### src/rtl/transparency_fade_blender.sv
// Multi-channel registered alpha blender with a frame-synchronous proportion fade engine.
// Optional build macro TRANSPARENCY_ROUND_EN selects round-half-up instead of truncation in stage 2.
module transparency_fade_blender #(
    parameter int unsigned CHANNELS               = 3,
    parameter int unsigned CHANNEL_WIDTH          = 6,
    parameter int unsigned TRANSPARENCY_PRECISION = 3,
    parameter int unsigned FADE_FRAMES_PER_STEP   = 2
) (
    input  logic                                  clk,
    input  logic                                  rst_n,
    input  logic                                  frame_start,
    input  logic                                  pixel_valid_in,
    input  logic [CHANNELS*CHANNEL_WIDTH-1:0]     src_a_in,
    input  logic [CHANNELS*CHANNEL_WIDTH-1:0]     src_b_in,
    input  logic                                  fade_start,
    input  logic [TRANSPARENCY_PRECISION:0]       fade_target,
    output logic                                  pixel_valid_out,
    output logic [CHANNELS*CHANNEL_WIDTH-1:0]     pixel_out,
    output logic [TRANSPARENCY_PRECISION:0]       proportion_out,
    output logic                                  fade_busy,
    output logic                                  fade_done
);

    localparam int unsigned P    = TRANSPARENCY_PRECISION;
    localparam int unsigned PW   = P + 1;
    localparam int unsigned W    = CHANNEL_WIDTH;
    localparam int unsigned SW   = W + P + 1;
    localparam int unsigned PIXW = CHANNELS * W;
    localparam int unsigned CW   = (FADE_FRAMES_PER_STEP > 1) ? $clog2(FADE_FRAMES_PER_STEP) : 1;

    localparam logic [PW-1:0] SCALE    = {1'b1, {P{1'b0}}};
    localparam logic [PW-1:0] P_ONE    = PW'(1);
    localparam logic [CW-1:0] CNT_ONE  = CW'(1);
    localparam logic [CW-1:0] CNT_LAST = CW'(FADE_FRAMES_PER_STEP - 1);
`ifdef TRANSPARENCY_ROUND_EN
    localparam logic [SW-1:0] ROUND_ADD = SW'(1) << (P - 1);
`else
    localparam logic [SW-1:0] ROUND_ADD = '0;
`endif

    typedef enum logic [1:0] {IDLE, FADE_UP, FADE_DOWN} fade_state_t;

    fade_state_t     state, state_n;
    logic [PW-1:0]   current, current_n;
    logic [PW-1:0]   target, target_n;
    logic [PW-1:0]   active, active_n;
    logic [PW-1:0]   clamped;
    logic [CW-1:0]   frame_cnt, frame_cnt_n;
    logic            done_n;

    always_ff @(posedge clk or negedge rst_n) begin
        if (!rst_n) begin
            state     <= IDLE;
            current   <= '0;
            target    <= '0;
            active    <= '0;
            frame_cnt <= '0;
            fade_done <= 1'b0;
        end else begin
            state     <= state_n;
            current   <= current_n;
            target    <= target_n;
            active    <= active_n;
            frame_cnt <= frame_cnt_n;
            fade_done <= done_n;
        end
    end

    // fade_start takes priority over a coincident frame step; active still
    // samples the (then unchanged) current value on frame_start.
    always_comb begin
        state_n     = state;
        current_n   = current;
        target_n    = target;
        frame_cnt_n = frame_cnt;
        done_n      = 1'b0;
        clamped     = (fade_target > SCALE) ? SCALE : fade_target;
        if (fade_start) begin
            target_n    = clamped;
            frame_cnt_n = '0;
            if (clamped > current) begin
                state_n = FADE_UP;
            end else if (clamped < current) begin
                state_n = FADE_DOWN;
            end else begin
                state_n = IDLE;
                done_n  = 1'b1;
            end
        end else if (frame_start && (state != IDLE)) begin
            if (frame_cnt == CNT_LAST) begin
                frame_cnt_n = '0;
                current_n   = (state == FADE_UP) ? current + P_ONE : current - P_ONE;
                if (current_n == target) begin
                    state_n = IDLE;
                    done_n  = 1'b1;
                end
            end else begin
                frame_cnt_n = frame_cnt + CNT_ONE;
            end
        end
        active_n = frame_start ? current_n : active;
    end

    assign proportion_out = active;
    assign fade_busy      = (state != IDLE);

    logic [SW-1:0]   prod_a   [CHANNELS];
    logic [SW-1:0]   prod_b   [CHANNELS];
    logic [SW-1:0]   prod_a_n [CHANNELS];
    logic [SW-1:0]   prod_b_n [CHANNELS];
    logic [SW-1:0]   sum      [CHANNELS];
    logic [PIXW-1:0] pixel_n;
    logic            valid_s1;

    always_comb begin
        pixel_n = '0;
        for (int unsigned c = 0; c < CHANNELS; c++) begin
            prod_a_n[c] = SW'(src_a_in[c*W +: W]) * SW'(active);
            prod_b_n[c] = SW'(src_b_in[c*W +: W]) * SW'(SCALE - active);
            sum[c]      = prod_a[c] + prod_b[c] + ROUND_ADD;
            pixel_n[c*W +: W] = W'(sum[c] >> P);
        end
    end

    always_ff @(posedge clk or negedge rst_n) begin
        if (!rst_n) begin
            valid_s1        <= 1'b0;
            pixel_valid_out <= 1'b0;
            pixel_out       <= '0;
            for (int unsigned c = 0; c < CHANNELS; c++) begin
                prod_a[c] <= '0;
                prod_b[c] <= '0;
            end
        end else begin
            valid_s1        <= pixel_valid_in;
            pixel_valid_out <= valid_s1;
            if (pixel_valid_in) begin
                for (int unsigned c = 0; c < CHANNELS; c++) begin
                    prod_a[c] <= prod_a_n[c];
                    prod_b[c] <= prod_b_n[c];
                end
            end
            if (valid_s1) begin
                pixel_out <= pixel_n;
            end
        end
    end

endmodule

### config.mk
export PLATFORM = sky130hd
export DESIGN_NAME = transparency_fade_blender
export DESIGN_NICKNAME = d
export VERILOG_FILES = /design/src/rtl/transparency_fade_blender.sv
export SDC_FILE = /design/constraint.sdc
export NUM_CORES = 1
export LEC_CHECK = 0
export BUFFER_PORTS_ARGS = -buffer_cell sky130_fd_sc_hd__buf_2
export CORE_AREA = 2 2 100 174
export CTS_CLUSTER_DIAMETER = 40
export DETAILED_ROUTE_END_ITERATION = 8
export DIE_AREA = 0 0 102 176
export PLACE_DENSITY = 0.72
export SYNTH_ARGS = -nofsm -noshare
export SYNTH_HDL_FRONTEND = slang
export SYNTH_SLANG_ARGS = --single-unit
### constraint.sdc
create_clock -name clk -period 8.5 [get_ports clk]
set_input_delay 1.275 -clock clk [delete_from_list [all_inputs] [get_ports clk]]
set_output_delay 1.275 -clock clk [all_outputs]
set_load 0.01 [all_outputs]
==> results of run 1 <==
-- stage by stage --
stage | util, % | area, um^2 | hold slack [ps] | worst slack, ps
floorplan | - | 8880 | 352 | 4090
global placement | 57.4 | 9440 | 460 | 3690
detailed placement | 57.4 | 9440 | 469 | 3490
CTS | 59.5 | 9790 | 485 | 3490
global route | 59.5 | 9790 | 498 | 3140
finish | 59.5 | 9790 | 479 | 3490
-- path summary, 6_finish.rpt --
| check | startpoint | to | slack (ps) | depth (start not counted) |
|---|---|---|---|---|
| worst max-delay path | proportion_out[1] | prod_b[8] | 3490 | 13 |
| min in group asynchronous | rst_n | target[1] | 790 | 1 |
| worst max register to register | proportion_out[1] | prod_b[8] | 3490 | 13 |
| worst min-delay path | pixel_out[14] | pixel_out[14] | 480 | 2 |
| max in group asynchronous | rst_n | prod_a[11] | 6460 | 2 |
| worst min register to register | pixel_out[14] | pixel_out[14] | 480 | 2 |
-- cells in the final DEF (no fill, tap or decap), types with 7 or more instances in the layout --
master,n
dfrtp_1,90
or3_1,10
ha_1,101
xor2_1,17
nand2b_1,9
a21oi_1,30
o21ai_0,23
nand3_1,8
fa_1,70
buf_2,68
and2_1,80
clkbuf_16,9
nor2_1,24
mux2_2,47
a211oi_1,8
o21ai_1,7
a21o_1,20
xnor2_1,38
and3_1,7
buf_4,8
inv_1,120
o211ai_1,11
nand2_1,87
-- flip-flops by register name, summed over array words and instances, names as in the netlist --
register,count
prod_a,27
prod_b,27
pixel_out,18
current,4
proportion_out,4
target,4
state,2
fade_done,1
frame_cnt,1
pixel_valid_out,1
valid_s1,1
-- cells in the mapped netlist (22+ instances only) --
| cell | n |
|---|---|
| dfrtp_1 | 90 |
| nand2_1 | 87 |
| inv_1 | 120 |
| clkbuf_1 | 22 |
| o21ai_0 | 23 |
| nor2_1 | 24 |
| and2_1 | 80 |
| a21oi_1 | 30 |
| xnor2_1 | 38 |
| mux2_2 | 47 |
| ha_1 | 101 |
| fa_1 | 70 |
-- worst max-delay path, cell delays in order, from the launching register on --
cell     delay, ps
dfrtp_1        460
nor4_1         670
or2_0          800
nand2_1        170
fa_1           550
inv_1           60
fa_1           500
fa_1           500
ha_1           360
a21oi_1        190
o21ai_0        110
a21oi_1        200
xnor3_1        230
o21ai_1        110
-- kinds of logic after synthesis --
| logic type | Yosys count | synth area share [%] |
|---|---|---|
| and+or+nand+nor | 250 | 14.5 |
| adders and majority gates | 171 | 30.0 |
| buffers and inverters | 150 | 6.46 |
| AOI/OAI and AO/OA | 141 | 10.7 |
| DFF | 90 | 25.4 |
| xor gates and xnor gates | 61 | 6.98 |
| muxes | 47 | 5.96 |
-- layer usage --
layer	global-route usage, %	vias to the layer above
met2	42.5	92
met5	0	-
met4	7.11	0
li1	-	3147
met3	3.33	26
met1	25.2	3227
-- cell type report --
type	count	area, um^2
multi-input cells	670	6050
clock buffers	12	256
flip-flops and latches	90	2250
inverters	120	450
clock inverters	4	97.6
well taps	224	280
fillers	1497	6660
repair buffers	76	400
==> metrics.txt, run 1 <==
number of flops mapped to enable cells by yosys=0; Slew Viols, Final=0; outcome=completed; fraction of registers with async set/reset=100%; # nets final=1183; die height=176 um; number of CTS-inserted buffers=9; crit path capture type=flop; M1 WL=7340 um; postcts setup bufs=0; top cells by area, synth=dfrtp_1 25%, fa_1 16%, ha_1 14%, mux2_2 6.0%, and2_1 5.6%; port bufs=69; Tmin final=5010 ps; global placer's final weighted congestion=0.843; Placed Cells=1180; endpoints failing setup=0; post-synth top area cell=dfrtp_1; PostCTS Resize Cnt=0; initial antenna violation count=0; crit-path max FO=16; CTS Hold Bufs=0; Syn Std Cell Area=8880 um^2; met2 WL=10300 um; core area=16400 um^2; first-pass GRT wire length=31800 um; Final Hold Fails=0; Total GRT Usage=22.5%; clk_skew=9.68 ps; DR WL/cell=15.5 um; WL met3=537 um; vias in the first global route=6859; non-filler cells, final=1196; Die Wd=102 um; First-pass DRT Iterations=4; DR iter-0 viols=257; Starting Density=54.0%; TNS Setup=0 ps; Yosys cell types=50; sequential share of the synthesized area=25.4%; path type of the worst setup path=flop to flop; RSZ-0062 raised after global routing=false; top cell type's share of synthesized area=25.4%; Ports=70; HPWL Detailed=14700 um; area of the die=18000 um^2; CTS sink count=90; Synth Area per Inst=9.76 um^2; min-delay worst type=flop to flop; Post-route DRC=0; Seq cells post-synth=90; H-tree depth=3; Worst-Margin Slew=971 ps; Antenna Cells=0; top_reg_cell synth=dfrtp_1; total of max-cap violations=0; crit share post-route=58.9%; share of layout cells above drive strength 1=15.0%; Worst Path Required=8770 ps; yosys warns=0; critical path arrival=5280 ps; clk_lat worst skew=350 ps; largest net degree at the start of global routing=74; Root Buffer Master=clkbuf_16; total gr overflow=0; maximum operating frequency=0.200 GHz; top layer in use=met4; synthesis-to-finish area growth=10.3%; post-route ant nets=0; routed wire length=18600 um; clk buf depth=2; Critical Path Source Type=flop; Worst slew margin=35.3%; Post-Syn Nets=1126; via count=6492; row cnt=62; drt via density=5.43; Syn Inst Count=910; CTS tree=yes; clock-pin slew on the worst setup and hold paths=70 ps
Power of run 1 is left out: the tool's default activity adds up to more than one toggle a clock period on the data nets, which glitch-free logic cannot reach.
==> run 2: changes to the inputs <==
--- a/config.mk
+++ b/config.mk
@@ -10,7 +10,7 @@
 export CTS_CLUSTER_DIAMETER = 40
 export DETAILED_ROUTE_END_ITERATION = 8
 export DIE_AREA = 0 0 102 176
-export PLACE_DENSITY = 0.72
+export PLACE_DENSITY = 0.75
 export SYNTH_ARGS = -nofsm -noshare
 export SYNTH_HDL_FRONTEND = slang
 export SYNTH_SLANG_ARGS = --single-unit
==> constraint.sdc (replaced) <==
create_clock -name clk -period 4.1 [get_ports clk]
set_input_delay 0.615 -clock clk [delete_from_list [all_inputs] [get_ports clk]]
set_output_delay 0.615 -clock clk [all_outputs]
set_load 0.01 [all_outputs]
==> run 2 against run 1 <==
Register-to-register slack worse by 3500 ps. Worst setup slack lost 3500 ps. First-iteration DRC count fell by 6.2%. Core utilization is 2.4 points higher. Fmax is 23% higher. Sequential cell count did not move. Die area is the same. Via count grew 3.6%. Clock skew is 0.93 ps higher. Wire length up 5.3%. Worst hold slack lost 98 ps.
==> metrics.txt, run 2 (synthesized netlist as in run 1, its figures left out) <==
TNS Setup=0 ps (unchanged); DR WL/cell=16.0 um (was 15.5 um); endpoints failing setup=0 (unchanged); Placed Cells=1200 (was 1180); Worst slew margin=37.2% (was 35.3%); footprint of the multi-input gates=6270 um^2 (was 6050 um^2); core area=16400 um^2 (unchanged); WL met3=566 um (was 537 um); row cnt=62 (unchanged); largest net degree at the start of global routing=74 (unchanged); Total GRT Usage=23.1% (was 22.5%); DR iter-0 viols=241 (was 257); M1 WL=7520 um (was 7340 um); slowest cell delay on critical path=550 ps (was 800 ps); crit path max-delay cell type=fa_1 (was or2_0); total gr overflow=0 (unchanged); synthesis-to-finish area growth=14.7% (was 10.3%); HPWL Detailed=15400 um (was 14700 um); Die Wd=102 um (unchanged); Place WS=-216 ps (was 3490 ps); met2 WL=10900 um (was 10300 um); crit-path max FO=7 (was 16); register area=2260 um^2 (was 2250 um^2); clock-pin slew on the worst setup and hold paths=70 ps (about the same); drt via density=5.49 (was 5.43); routed wire length=19600 um (was 18600 um); most common cell after layout, fill and taps aside=inv_1 (unchanged); post-route ant nets=0 (unchanged); vias in the first global route=7094 (was 6859); number of CTS-inserted buffers=9 (unchanged); min-delay worst type=input pin to async pin (was flop to flop); share of layout cells above drive strength 1=20.8% (was 15.0%); Root Buffer Master=clkbuf_16 (unchanged); Starting Density=54.0% (unchanged); H-tree depth=3 (unchanged); CTS tree=yes (unchanged); first-pass GRT wire length=32800 um (was 31800 um); outcome=completed (unchanged); critical path arrival=4310 ps (was 5280 ps); final setup margin=32.2 ps (was 3490 ps); Crit path max-delay family=adder cells (unchanged); CTS sink count=90 (unchanged); area of the die=18000 um^2 (unchanged); most frequent cells in the layout=117 x inv_1, 94 x ha_1, 87 x dfrtp_1, 86 x nand2_1, 79 x and2_1 (was 120 x inv_1, 101 x ha_1, 90 x dfrtp_1, 87 x nand2_1, 80 x and2_1); crit share post-route=99.2% (was 58.9%); Post-route DRC=0 (unchanged); path type of the worst setup path=flop to flop (unchanged); via count=6724 (was 6492); Ports=70 (unchanged); Critical Path, Cell by Cell=buf_6, o31a_1, or2_1, buf_6, buf_12, and2_4, fa_1, inv_1, fa_1, fa_1, inv_2, ha_4, a21o_1, a21oi_2, xnor2_1, mux2_2 (was nor4_1, or2_0, nand2_1, fa_1, inv_1, fa_1, fa_1, ha_1, a21oi_1, o21ai_0, a21oi_1, xnor3_1, o21ai_1); Antenna Cells=0 (unchanged); clk_lat worst skew=360 ps (was 350 ps); fill count=1374 (was 1497); top layer in use=met4 (unchanged); total of max-cap violations=0 (unchanged); Slew Viols, Final=0 (unchanged); crit path capture type=flop (unchanged); # nets final=1212 (was 1183); CTS Hold Bufs=0 (unchanged); Largest regs=prod_a: 27 flops, prod_b: 27 flops, pixel_out: 18 flops (unchanged); RSZ-0062 raised after global routing=true (was false); maximum operating frequency=0.246 GHz (was 0.200 GHz); Worst Path Required=4340 ps (was 8770 ps); WHS=381 ps (was 479 ps); Critical Path Source Type=flop (unchanged); initial antenna violation count=0 (unchanged); clk buf depth=2 (unchanged); Critical Path Most Common Cell=fa_1 (unchanged); Worst-Margin Slew=941 ps (was 971 ps); Tmin final=4070 ps (was 5010 ps); global placer's final weighted congestion=0.942 (was 0.843); port bufs=69 (unchanged); Final Hold Fails=0 (unchanged); First-pass DRT Iterations=4 (unchanged); non-filler cells, final=1224 (was 1196); Worst Path Buf+Inv=5 (was 1); clk_skew=10.6 ps (was 9.68 ps); die height=176 um (unchanged)
[run 2: cell types whose count changed in the layout (fill, tap and decap cells not counted), moves of 5 or more]
cell / before / now
a21oi_1: 30 / 24
ha_4: 0 / 7
o21ai_0: 23 / 18
buf_4: 8 / 34
a21oi_2: 0 / 5
ha_1: 101 / 94
[run 2: worst register-to-register path, stage by stage (launching register included)]
cell	delay [ps]
dfrtp_2	420
buf_6	130
o31a_1	280
or2_1	240
buf_6	140
buf_12	130
and2_4	150
fa_1	480
inv_1	50
fa_1	480
fa_1	550
inv_2	50
ha_4	220
a21o_1	170
a21oi_2	130
xnor2_1	80
mux2_2	260
[run 2: layout make-up]
| class | instances | share of cell area (%) |
|---|---|---|
| clock inverters | 4 | 0.529 |
| well taps | 224 | 2.75 |
| repair buffers | 105 | 6.27 |
| clock buffers | 11 | 2.29 |
| inverters | 120 | 4.42 |
| flip-flops and latches | 90 | 22.2 |
| multi-input cells | 670 | 61.6 |
[run 2: path summary, 6_finish.rpt]
kind	start	endpoint	slack, ps	cells after the start
worst max-delay path	proportion_out[0]	prod_b[17]	30	16
worst min-delay path	rst_n	current[0]	380	1
worst max register to register	proportion_out[0]	prod_b[17]	30	16
worst min register to register	pixel_out[14]	pixel_out[14]	480	2
max in group asynchronous	rst_n	prod_a[7]	2900	2
min in group clk	pixel_out[14]	pixel_out[14]	480	2
[run 2: metal layers]
layer,vias up,GRT usage [%]
li1,3206,-
met1,3355,25.9
met2,120,43.0
met3,43,2.65
met4,0,10.2
met5,-,0
[run 2: timing repair]
action                                 4_1_cts  5_1_grt
pin swaps                                    9       26
setup buffers                                3        6
setup endpoints to repair                    8        8
resized for setup                           21       23
endpoints found under the hold margin        0        0
[run 2: per-stage QoR]
| step | utilization [%] | area, um^2 |
|---|---|---|
| after floorplan | - | 8910 |
| after global placement | 58.6 | 9630 |
| after detailed placement | 58.6 | 9630 |
| after CTS | 61.0 | 10000 |
| after global routing | 61.9 | 10200 |
| final | 61.9 | 10200 |
Power of run 2 is left out for the same reason.
==> run 3: changes to the inputs <==
--- a/config.mk
+++ b/config.mk
@@ -6,11 +6,10 @@
 export NUM_CORES = 1
 export LEC_CHECK = 0
 export BUFFER_PORTS_ARGS = -buffer_cell sky130_fd_sc_hd__buf_2
-export CORE_AREA = 2 2 100 174
+export CORE_AREA = 2 2 113 198
 export CTS_CLUSTER_DIAMETER = 40
 export DETAILED_ROUTE_END_ITERATION = 8
-export DIE_AREA = 0 0 102 176
-export PLACE_DENSITY = 0.75
+export DIE_AREA = 0 0 115 200
 export SYNTH_ARGS = -nofsm -noshare
 export SYNTH_HDL_FRONTEND = slang
 export SYNTH_SLANG_ARGS = --single-unit
==> run 3 against run 2 <==
Final cell count up 2.7%. Register-to-register slack better by 20 ps. Worst hold slack worse by 15 ps. Via count down 1.7%. Global-route usage down 4.2 points.
==> metrics.txt, run 3 (synthesized netlist as in run 1, its figures left out) <==
endpoints failing setup=0 (unchanged); largest net degree at the start of global routing=65 (was 74); Slew Viols, Final=0 (unchanged); share of layout cells above drive strength 1=21.8% (was 20.8%); HPWL Detailed=16200 um (was 15400 um); drt via density=5.26 (was 5.49); total of max-cap violations=0 (unchanged); Root Buffer Master=clkbuf_16 (unchanged); post-route ant nets=0 (unchanged); Register-to-Register Path Depth=16 (unchanged); crit-path max FO=7 (unchanged); CTS tree=yes (unchanged); Die Wd=115 um (was 102 um); global placer's final weighted congestion=0.849 (was 0.942); final setup margin=48.7 ps (was 32.2 ps); clk buf depth=2 (unchanged); R2R Path Start=proportion_out[0] (unchanged); die height=200 um (was 176 um); Total GRT Usage=19.0% (was 23.1%); area of the die=23000 um^2 (was 18000 um^2); port bufs=69 (unchanged); row cnt=71 (was 62); via count=6609 (was 6724); critical path arrival=4290 ps (was 4310 ps); most common cell after layout, fill and taps aside=inv_1 (unchanged); outcome=completed (unchanged); clock-pin slew on the worst setup and hold paths=70 ps (about the same); Setup crit start=proportion_out[0] (unchanged); synthesis-to-finish area growth=15.8% (was 14.7%); total gr overflow=0 (unchanged); Worst Path Required=4340 ps (about the same); RR Endpoint=prod_b[17] (unchanged); number of CTS-inserted buffers=9 (unchanged); Final Hold Fails=0 (unchanged); Largest regs=prod_a: 27 flops, prod_b: 27 flops, pixel_out: 18 flops (unchanged); Place WS=-240 ps (was -216 ps); Worst slew margin=41.7% (was 37.2%); Worst-Margin Slew=874 ps (was 941 ps); Ports=70 (unchanged); initial antenna violation count=1 (was 0); clk_lat worst skew=360 ps (about the same); CTS sink count=90 (unchanged); DR iter-0 viols=249 (was 241); Tmin final=4050 ps (was 4070 ps); DR WL/cell=16.1 um (was 16.0 um); Post-route DRC=0 (unchanged); maximum operating frequency=0.247 GHz (was 0.246 GHz); routed wire length=20200 um (was 19600 um); Antenna Cells=0 (unchanged); First-pass DRT Iterations=4 (unchanged); # nets final=1213 (was 1212); first-pass GRT wire length=33900 um (was 32800 um); vias in the first global route=7183 (was 7094); min-delay worst type=input pin to async pin (unchanged); clk_skew=11.0 ps (was 10.6 ps); core area=21300 um^2 (was 16400 um^2); crit path capture type=flop (unchanged); H-tree depth=3 (unchanged); Starting Density=41.6% (was 54.0%); RSZ-0062 raised after global routing=true (unchanged); path type of the worst setup path=flop to flop (unchanged); Critical Path Source Type=flop (unchanged); most frequent cells in the layout=116 x inv_1, 91 x ha_1, 87 x nand2_1, 87 x dfrtp_1, 79 x and2_1 (was 117 x inv_1, 94 x ha_1, 87 x dfrtp_1, 86 x nand2_1, 79 x and2_1); R2R Setup Slk=50 ps (was 30 ps); CTS Hold Bufs=0 (unchanged); crit share post-route=98.8% (was 99.2%)
run 3: critical path, cell delays in order (launching register included):
cell	delay, ps
dfrtp_2	420
buf_6	130
o31a_1	280
or2_0	230
buf_6	140
buf_12	130
and2_4	150
fa_1	500
inv_2	50
fa_1	470
fa_1	520
inv_2	50
ha_4	220
a21o_1	170
a21oi_2	140
xnor2_1	80
mux2_4	250
run 3: worst max path at each step:
stage / end / slack (ps) / cells after the start
2_1_floorplan: prod_b[7] / -40 / 17
3_3_place_gp: prod_b[8] / -70 / 14
3_5_place_dp: prod_b[28] / -240 / 13
4_1_cts: prod_b[17] / -10 / 16
5_1_grt: prod_b[17] / -80 / 16
6_report: prod_b[17] / 50 / 16
run 3: layout make-up:
type | instances | area (um^2)
multi-input cells | 670 | 6280
fillers | 2045 | 11000
clock inverters | 4 | 51.3
well taps | 255 | 319
flip-flops and latches | 90 | 2260
inverters | 120 | 450
clock buffers | 12 | 256
repair buffers | 106 | 662
run 3: through the flow:
stage	cells	hold WS (ps)	setup TNS [ps]	util (%)	cell area [um^2]
floorplan	910	319	-42.5	-	8910
global route	1257	434	-309	48.2	10300
finish	1257	366	0	48.2	10300
CTS	1253	398	-14.2	47.4	10100
global placement	1234	472	-152	45.5	9700
detailed placement	1234	474	-984	45.5	9700
run 3: timing repair:
action                                  in CTS  in global routing
endpoints found under the setup margin       8                  9
gates resized for setup                     18                 29
pin swaps                                   11                 24
setup buffers                                3                  4
run 3: per-layer routing:
metal,wire [um],vias to the layer above,GRT usage (%)
met1,7660,3241,19.8
met2,11200,117,36.4
met5,11,-,0
met3,605,48,2.99
met4,787,2,8.48
li1,-,3201,-
Power of run 3 is left out for the same reason.
